<file path="src/rtl/par_buffered_sink_pkg.sv">
// Shared widths and LFSR helpers for the buffered NoC endpoint sink.
package par_buffered_sink_pkg;

    localparam int unsigned PAYLOAD_SIZE = 8;
    localparam int unsigned ADDR_BITS    = 4;
    localparam int unsigned LFSR_W       = 16;

    // Fibonacci taps at bit positions 16,14,13,11 (1-based)
    localparam logic [LFSR_W-1:0] LFSR_TAPS = 16'hB400;

    function automatic logic [LFSR_W-1:0] lfsr_step(input logic [LFSR_W-1:0] s);
        return {s[LFSR_W-2:0], ^(s & LFSR_TAPS)};
    endfunction

endpackage

</file>
<file path="src/rtl/sink_fifo.sv">
// Circular FIFO with separate occupancy counter; pointers wrap modulo DEPTH.
module sink_fifo #(
    parameter int unsigned DEPTH = 4,
    parameter int unsigned WIDTH = 8
) (
    input  logic                     clk,
    input  logic                     reset,
    input  logic                     push,
    input  logic                     pop,
    input  logic [WIDTH-1:0]         wr_data,
    output logic [WIDTH-1:0]         rd_data_c,
    output logic [$clog2(DEPTH):0]   occupancy,
    output logic [$clog2(DEPTH):0]   occ_next_c,
    output logic                     empty_c
);

    localparam int unsigned PTR_W = $clog2(DEPTH);
    localparam int unsigned OCC_W = PTR_W + 1;

    logic [WIDTH-1:0] mem [DEPTH];
    logic [PTR_W-1:0] wr_ptr;
    logic [PTR_W-1:0] rd_ptr;
    logic             wr_en;
    logic             rd_en;

    assign empty_c    = (occupancy == '0);
    assign wr_en      = push && (occupancy != OCC_W'(DEPTH));
    assign rd_en      = pop && !empty_c;
    assign rd_data_c  = mem[rd_ptr];
    assign occ_next_c = occupancy + OCC_W'(wr_en) - OCC_W'(rd_en);

    always_ff @(posedge clk or negedge reset) begin
        if (!reset) begin
            wr_ptr    <= '0;
            rd_ptr    <= '0;
            occupancy <= '0;
        end else begin
            if (wr_en) wr_ptr <= wr_ptr + PTR_W'(1);
            if (rd_en) rd_ptr <= rd_ptr + PTR_W'(1);
            occupancy <= occ_next_c;
        end
    end

    // Storage needs no reset: contents are only visible through occupancy
    always_ff @(posedge clk) begin
        if (wr_en) mem[wr_ptr] <= wr_data;
    end

endmodule

</file>
<file path="src/rtl/par_buffered_sink.sv">
// NoC endpoint sink: buffers accepted flits, drains them at an LFSR-gated rate, keeps statistics.
module par_buffered_sink
    import par_buffered_sink_pkg::*;
#(
    parameter int          ID          = -1,
    parameter int unsigned HOSPITALITY = 255,
    parameter int unsigned MODE        = 1,
    parameter int unsigned DEPTH       = 4,
    parameter int unsigned PAYLOAD_W   = PAYLOAD_SIZE,
    parameter int unsigned ADDR_W      = ADDR_BITS,
    parameter int unsigned CNT_W       = 16
) (
    input  logic                        clk,
    input  logic                        reset,
    input  logic [PAYLOAD_W+ADDR_W-1:0] item_in,
    input  logic                        valid,
    output logic                        channel_busy,
    output logic [$clog2(DEPTH):0]      occupancy,
    output logic [PAYLOAD_W-1:0]        last_payload,
    output logic [CNT_W-1:0]            rx_count,
    output logic [CNT_W-1:0]            misroute_count
);

    localparam int unsigned OCC_W = $clog2(DEPTH) + 1;

    localparam logic [31:0]       ID_BITS   = 32'(ID);
    localparam logic [ADDR_W-1:0] MY_ADDR   = ID_BITS[ADDR_W-1:0];
    localparam logic [LFSR_W-1:0] SEED_RAW  = {ID_BITS[7:0], 8'hA5};
    localparam logic [LFSR_W-1:0] LFSR_SEED = (SEED_RAW == '0) ? 16'h0001 : SEED_RAW;
    // Exclusive bound avoids a constant-true compare when HOSPITALITY is 255
    localparam logic [8:0]        HOSP_LIM  = 9'(HOSPITALITY) + 9'd1;

    logic [LFSR_W-1:0]    lfsr;
    logic [PAYLOAD_W-1:0] payload_c;
    logic [ADDR_W-1:0]    dest_c;
    logic [PAYLOAD_W-1:0] head_c;
    logic [OCC_W-1:0]     occ_next_c;
    logic                 empty_c;
    logic                 drain_en_c;
    logic                 push_c;
    logic                 pop_c;

    assign payload_c  = item_in[ADDR_W +: PAYLOAD_W];
    assign dest_c     = item_in[ADDR_W-1:0];
    assign drain_en_c = (MODE == 0) || ({1'b0, lfsr[7:0]} < HOSP_LIM);
    assign push_c     = valid && !channel_busy;
    assign pop_c      = drain_en_c && !empty_c;

    sink_fifo #(
        .DEPTH (DEPTH),
        .WIDTH (PAYLOAD_W)
    ) u_fifo (
        .clk        (clk),
        .reset      (reset),
        .push       (push_c),
        .pop        (pop_c),
        .wr_data    (payload_c),
        .rd_data_c  (head_c),
        .occupancy  (occupancy),
        .occ_next_c (occ_next_c),
        .empty_c    (empty_c)
    );

    // Free-running drain-rate LFSR
    always_ff @(posedge clk or negedge reset) begin
        if (!reset) lfsr <= LFSR_SEED;
        else        lfsr <= lfsr_step(lfsr);
    end

    // Busy is registered from next fill level so a push never meets a full FIFO
    always_ff @(posedge clk or negedge reset) begin
        if (!reset) begin
            channel_busy <= 1'b0;
            last_payload <= '0;
        end else begin
            channel_busy <= (occ_next_c == OCC_W'(DEPTH));
            if (pop_c) last_payload <= head_c;
        end
    end

    // Saturating statistics counters
    always_ff @(posedge clk or negedge reset) begin
        if (!reset) begin
            rx_count       <= '0;
            misroute_count <= '0;
        end else if (push_c) begin
            if (rx_count != '1) rx_count <= rx_count + CNT_W'(1);
            if ((dest_c != MY_ADDR) && (misroute_count != '1))
                misroute_count <= misroute_count + CNT_W'(1);
        end
    end

endmodule

</file>
<file path="config.mk">
export PLATFORM = sky130hd
export DESIGN_NAME = par_buffered_sink
export DESIGN_NICKNAME = d
export VERILOG_FILES = /design/src/rtl/par_buffered_sink_pkg.sv /design/src/rtl/sink_fifo.sv /design/src/rtl/par_buffered_sink.sv
export SDC_FILE = /design/constraint.sdc
export NUM_CORES = 1
export LEC_CHECK = 0
export CORE_ASPECT_RATIO = 0.5
export CORE_UTILIZATION = 45
export CTS_CLUSTER_SIZE = 12
export DETAILED_ROUTE_END_ITERATION = 7
export PLACE_DENSITY = 0.72
export SYNTH_ARGS = -nofsm -noshare
export SYNTH_HDL_FRONTEND = slang
export SYNTH_SLANG_ARGS = --single-unit
</file>
<file path="constraint.sdc">
create_clock -name clk -period 2.9 [get_ports clk]
set_clock_uncertainty 0.05 [all_clocks]
set_input_delay 0.29 -clock clk [delete_from_list [all_inputs] [get_ports clk]]
set_output_delay 0.29 -clock clk [all_outputs]
set_load 0.01 [all_outputs]
</file>
# After elaboration in Yosys (flattened, before gate mapping)
# Memory sizes are Yosys's and may differ from the RTL's. A register that Yosys moved wholly into a read port is not among the register bits.
# Cells that the tools add are included.
# W data, S select, Z words.
# totals
register_bits	40
mem_bits_rw	32
inputBits	15
output_inout_bits	44
word_cells	30
n_memories	1
# memory_table
name	depth	word_bits	rd	rd_clocked_by_memory_dff	wr	line	rtl
u_fifo.mem	4	8	1	1	1	sink_fifo.sv:20	logic [WIDTH-1:0] mem [DEPTH];
# op_classes
addsub	6
n_eq_ne	5
mux	2
n_reduce_logical	10
# ops
operator	n
$add A16 B1 Y16 const B	2
$ne A16 B16 Y1 const B	2
$add A2 B1 Y2 const B	2
$logic_not A1 Y1	4
$ne A4 B4 Y1 const B	1
$reduce_and A2 Y1	2
$add A3 B1 Y3	1
$eq A3 B3 Y1 const B	1
$logic_and A1 B1 Y1	3
$logic_not A3 Y1	1
$ne A3 B3 Y1 const B	1
$sub A3 B1 Y3	1
$mux W1	2

# Logic depth before layout (Yosys ltp)
# logic_depth
depth_word	6
depth_mapped	10
depth_no_buf	10

# Modules after synthesis
# A second synthesis with hierarchy kept.
# hier_totals
hier_cells	251
hier_area_um2	3573.4
# modules_own_cells
mod	instances	cells_each	area_each_um2	seq_area_each_um2
par_buffered_sink	1	168	1946.9	1026.0
sink_fifo	1	83	1626.6	1136.1

# Worst setup path before layout
# Ideal clock, no wire load.
# synth_path
path_type	reg-to-reg
from	reg u_fifo.occupancy[1]
to	reg channel_busy
setup_ns	0.088
t_arrival_ns	2.621
required_time_ns	2.762
setup_slack_ns	0.141
path_stages_with_launch	11
n_path_buf	0
period_less_slack_ns	2.759
path_cell_list	dfrtp_1 nor3_2 clkinv_1 ha_1 inv_1 ha_1 inv_1 fa_1 xnor2_1 xnor2_1 nor3b_1
# synth_via
elab_chain_cells	5
word_cells_on_any_way	7
cone_classes	2 x add/sub; 2 x eq/ne; 3 x reduce/logical
# synth_lines
item	line	rtl
from (decl)	sink_fifo.sv:12	output logic [$clog2(DEPTH):0] occupancy,
from (signal assigned)	sink_fifo.sv:40	occupancy <= occ_next_c;
$ne A3 B3 Y1	sink_fifo.sv:27	assign wr_en = push && (occupancy != OCC_W'(DEPTH));
$logic_and A1 B1 Y1	sink_fifo.sv:27	
$add A3 B1 Y3	sink_fifo.sv:30	assign occ_next_c = occupancy + OCC_W'(wr_en) - OCC_W'(rd_en);
$sub A3 B1 Y3 *	sink_fifo.sv:30	
net occ_next_c[2]	par_buffered_sink.sv:37	logic [OCC_W-1:0] occ_next_c;
$eq A3 B3 Y1 *	par_buffered_sink.sv:76	channel_busy <= (occ_next_c == OCC_W'(DEPTH));
to (signal assigned)	par_buffered_sink.sv:76	
to (decl)	par_buffered_sink.sv:17	output logic channel_busy,
# The timed path passes the listed nets; every way through them passes the cells marked *.
# A chain may end at the register's enable or synchronous reset.

# Final worst setup path
# Same ends and word-level chain as after synthesis.

==> impl_metrics.env <==
export IMPL_run_status="finished, final reports clean"
export IMPL_core_region_area_um2=7430
export IMPL_vias_per_cell=5.21
export IMPL_grt_ovfl_total=0
export IMPL_rr_worst_depth=10
export IMPL_required_ns=3.10
export IMPL_layout_drive_gt1_share_pct=12.1
export IMPL_cpMaxStageDelayCell="dfrtp_1"
export IMPL_setup_tns_ns=0
export IMPL_pre_cts_ws_ns=0.448
export IMPL_cpPeakStageDelay_ns=0.45
export IMPL_synth_cell_types=40
export IMPL_crit_family="adder cells"
export IMPL_io_pins=59
export IMPL_fp_dieW_um=127
export IMPL_path_max_fanout=5
export IMPL_clk_pin_slew_ns=0.06
export IMPL_root_buffer="clkbuf_16"
export IMPL_post_cts_buffers=0
export IMPL_cts_hold_buffers=0
export IMPL_fin_nets=358
export IMPL_mappedNetlistArea_um2=3500
export IMPL_multi_input_area_um2=1280
export IMPL_drv_cap=0
export IMPL_cp_start_kind="flop"
export IMPL_place_congestion=0.799
export IMPL_vias=2268
export IMPL_ys_top_cells_by_area="dfrtp_1 34%, edfxtp_1 27%, mux4_2 5.1%"
export IMPL_slew_headroom_pct=28.5
export IMPL_grt_pass1_wl_um=11400
export IMPL_final_min_clock_period_ns=2.35
export IMPL_rsz0062_at_grt="false"
export IMPL_die_y_um=64.4
export IMPL_dp_hpwl_um=4630
export IMPL_endpoint_kind="flop"
export IMPL_leakage_uw=0.00184
export IMPL_timing_hold_ws_ns=0.105
export IMPL_drc_errors=0
export IMPL_fill_cells=583
export IMPL_ir_drop_mv=0.407
export IMPL_tritoncts="yes"
export IMPL_wl_um=6660
export IMPL_syn_avg_cell_area_um2=13.2
export IMPL_seq_area_um2=2160
export IMPL_cts_resized=0
export IMPL_clkLatencyLatePin_ns=0.34
export IMPL_ant_nets=0
export IMPL_critPathArrivalTime_ns=2.55
export IMPL_grt_use_total_pct=18.6
export IMPL_wl_per_cell_um=15.3
export IMPL_yosysTopAreaCell="dfrtp_1"
export IMPL_path_depth=10
export IMPL_setup_viol=0
export IMPL_netlist_instances=265
export IMPL_hold_viol_final=0
export IMPL_die_area_um2=8170
export IMPL_synth_nets=289
export IMPL_synthToLayoutAreaGrowth_pct=29.9
export IMPL_period_share_pct=81.1
export IMPL_setup_ws_ns=0.549
export IMPL_max_freq_ghz=0.425
export IMPL_tightest_slew_ns=1.07
export IMPL_cts_htree_levels=3
export IMPL_floorplan_rows=22
export IMPL_diodes=0
export IMPL_synth_top_area_share_pct=34.3
export IMPL_firstDrtPassIters=5
export IMPL_path_cells="nor3_2 -> clkinv_1 -> ha_1 -> inv_1 -> ha_1 -> inv_1 -> fa_1 -> xnor2_1 -> xnor2_1 -> nor3b_1"
export IMPL_path_class="reg -> reg"
export IMPL_start_util_pct=47.2
export IMPL_yosys_warnings=0
export IMPL_cts_buffers_inserted=9
export IMPL_antenna_found_initial=0
export IMPL_pwr_density_cell_nw_per_um2=980
export IMPL_grt_pass1_vias=2355
export IMPL_slew_viol_final=0
export IMPL_yosys_register_bits=80
export IMPL_drt_iter0_markers=139
export IMPL_ctsLongestPathBuffers=2
export IMPL_hp_class="in -> async"
export IMPL_crit_buf_inv=3
export IMPL_ys_seq_area_share_pct=61.7
export IMPL_grt_max_degree=49
export IMPL_io_buffers=58
export IMPL_cts_sinks=80
## cell type report
cell class | count | share of cell area [%]
tap | 96 | 2.64
timing repair buffer | 61 | 13.1
multi-input combinational | 170 | 28.2
clock inverter | 7 | 2.58
inverter | 12 | 0.990
sequential | 80 | 47.5
clock buffer | 9 | 4.95
## state kept, by name, summed over array words and instances (netlist names)
signal            count
rx_count             16
u_fifo.mem           32
last_payload          8
misroute_count       16
u_fifo.wr_ptr         2
channel_busy          1
u_fifo.rd_ptr         2
u_fifo.occupancy      3
## cell families after synthesis
logic type | Yosys count | share of synthesized area, %
and+or+nand+nor | 105 | 17.0
adders and majority gates | 9 | 3.43
DFF | 80 | 61.7
muxes | 14 | 7.07
AOI/OAI and AO/OA | 16 | 2.68
xor gates and xnor gates | 26 | 6.50
buffers and inverters | 15 | 1.68
## Yosys cell counts, drive strengths merged
cell type and instances:
nor3 14, or3 3, nand2b 1, and3 1, o21ai 6, mux2 6, nor4 6, o31ai 1
a21oi 4, buf 2, and2 6, xor2 19, nand2 38, clkbuf 1, nor3b 3, a31oi 3
fa 1, nor2 8, ha 8, nor4b 1, dfrtp 48, nand3 9, xnor2 7, nand4 11
nor2b 1, nand4b 1, or2 1, inv 11, o31a 1, clkinv 1, or4b 1, mux4 8
edfxtp 32, a41oi 1
## placed cells by master (no fill, tap or decap), drive strengths merged, types with 4 or more instances in the layout
| cell | Yosys | final |
|---|---|---|
| clkdlybuf4s50 | 0 | 57 |
| dfrtp | 48 | 48 |
| nand2 | 38 | 38 |
| edfxtp | 32 | 32 |
| xor2 | 19 | 19 |
| nor3 | 14 | 14 |
| inv | 11 | 12 |
| nand4 | 11 | 11 |
| nand3 | 9 | 9 |
| clkbuf | 1 | 9 |
| mux4 | 8 | 8 |
| ha | 8 | 8 |
| nor2 | 8 | 8 |
| xnor2 | 7 | 7 |
| and2 | 6 | 6 |
| o21ai | 6 | 6 |
| mux2 | 6 | 6 |
| nor4 | 6 | 6 |
| a21oi | 4 | 4 |
| buf | 2 | 4 |
## per-stage QoR
step | total power, uW | instances | utilization (%) | instance area [um^2]
after floorplan | 2540 | 265 | - | 3500
after global placement | 3130 | 419 | 56.6 | 4210
after detailed placement | 3210 | 419 | 56.6 | 4210
after CTS | 4510 | 435 | 61.2 | 4550
after global routing | 4730 | 435 | 61.2 | 4550
final | 4460 | 435 | 61.2 | 4550
## final timing paths
path / startpoint / end / slack [ns]
max: u_fifo.occupancy[1]$_DFF_PN0_ / channel_busy$_DFF_PN0_ / 0.55
min: reset / misroute_count[12]$_DFFE_PN0P_ / 0.10
max reg2reg: u_fifo.occupancy[1]$_DFF_PN0_ / channel_busy$_DFF_PN0_ / 0.55
min reg2reg: last_payload[6]$_DFFE_PN0N_ / last_payload[6]$_DFFE_PN0N_ / 0.42
max in group asynchronous: reset / u_fifo.occupancy[0]$_DFF_PN0_ / 2.04
min in group clk: last_payload[6]$_DFFE_PN0N_ / last_payload[6]$_DFFE_PN0N_ / 0.42
## metal layers
layer | global-route usage (%) | up-vias | part of all wire [%]
met5 | 0 | - | 0
met4 | 6.70 | 0 | 1.3
met3 | 5.61 | 9 | 3.4
met2 | 30.9 | 38 | 48
met1 | 23.4 | 1122 | 47
li1 | - | 1099 | -
## power by group
part | leakage (uW) | switching (uW) | internal, uW
combinational | 0.000790 | 586 | 745
sequential | 0.000886 | 326 | 1510
clock | 0.000160 | 456 | 841
Power figures use the tool's default switching activity.
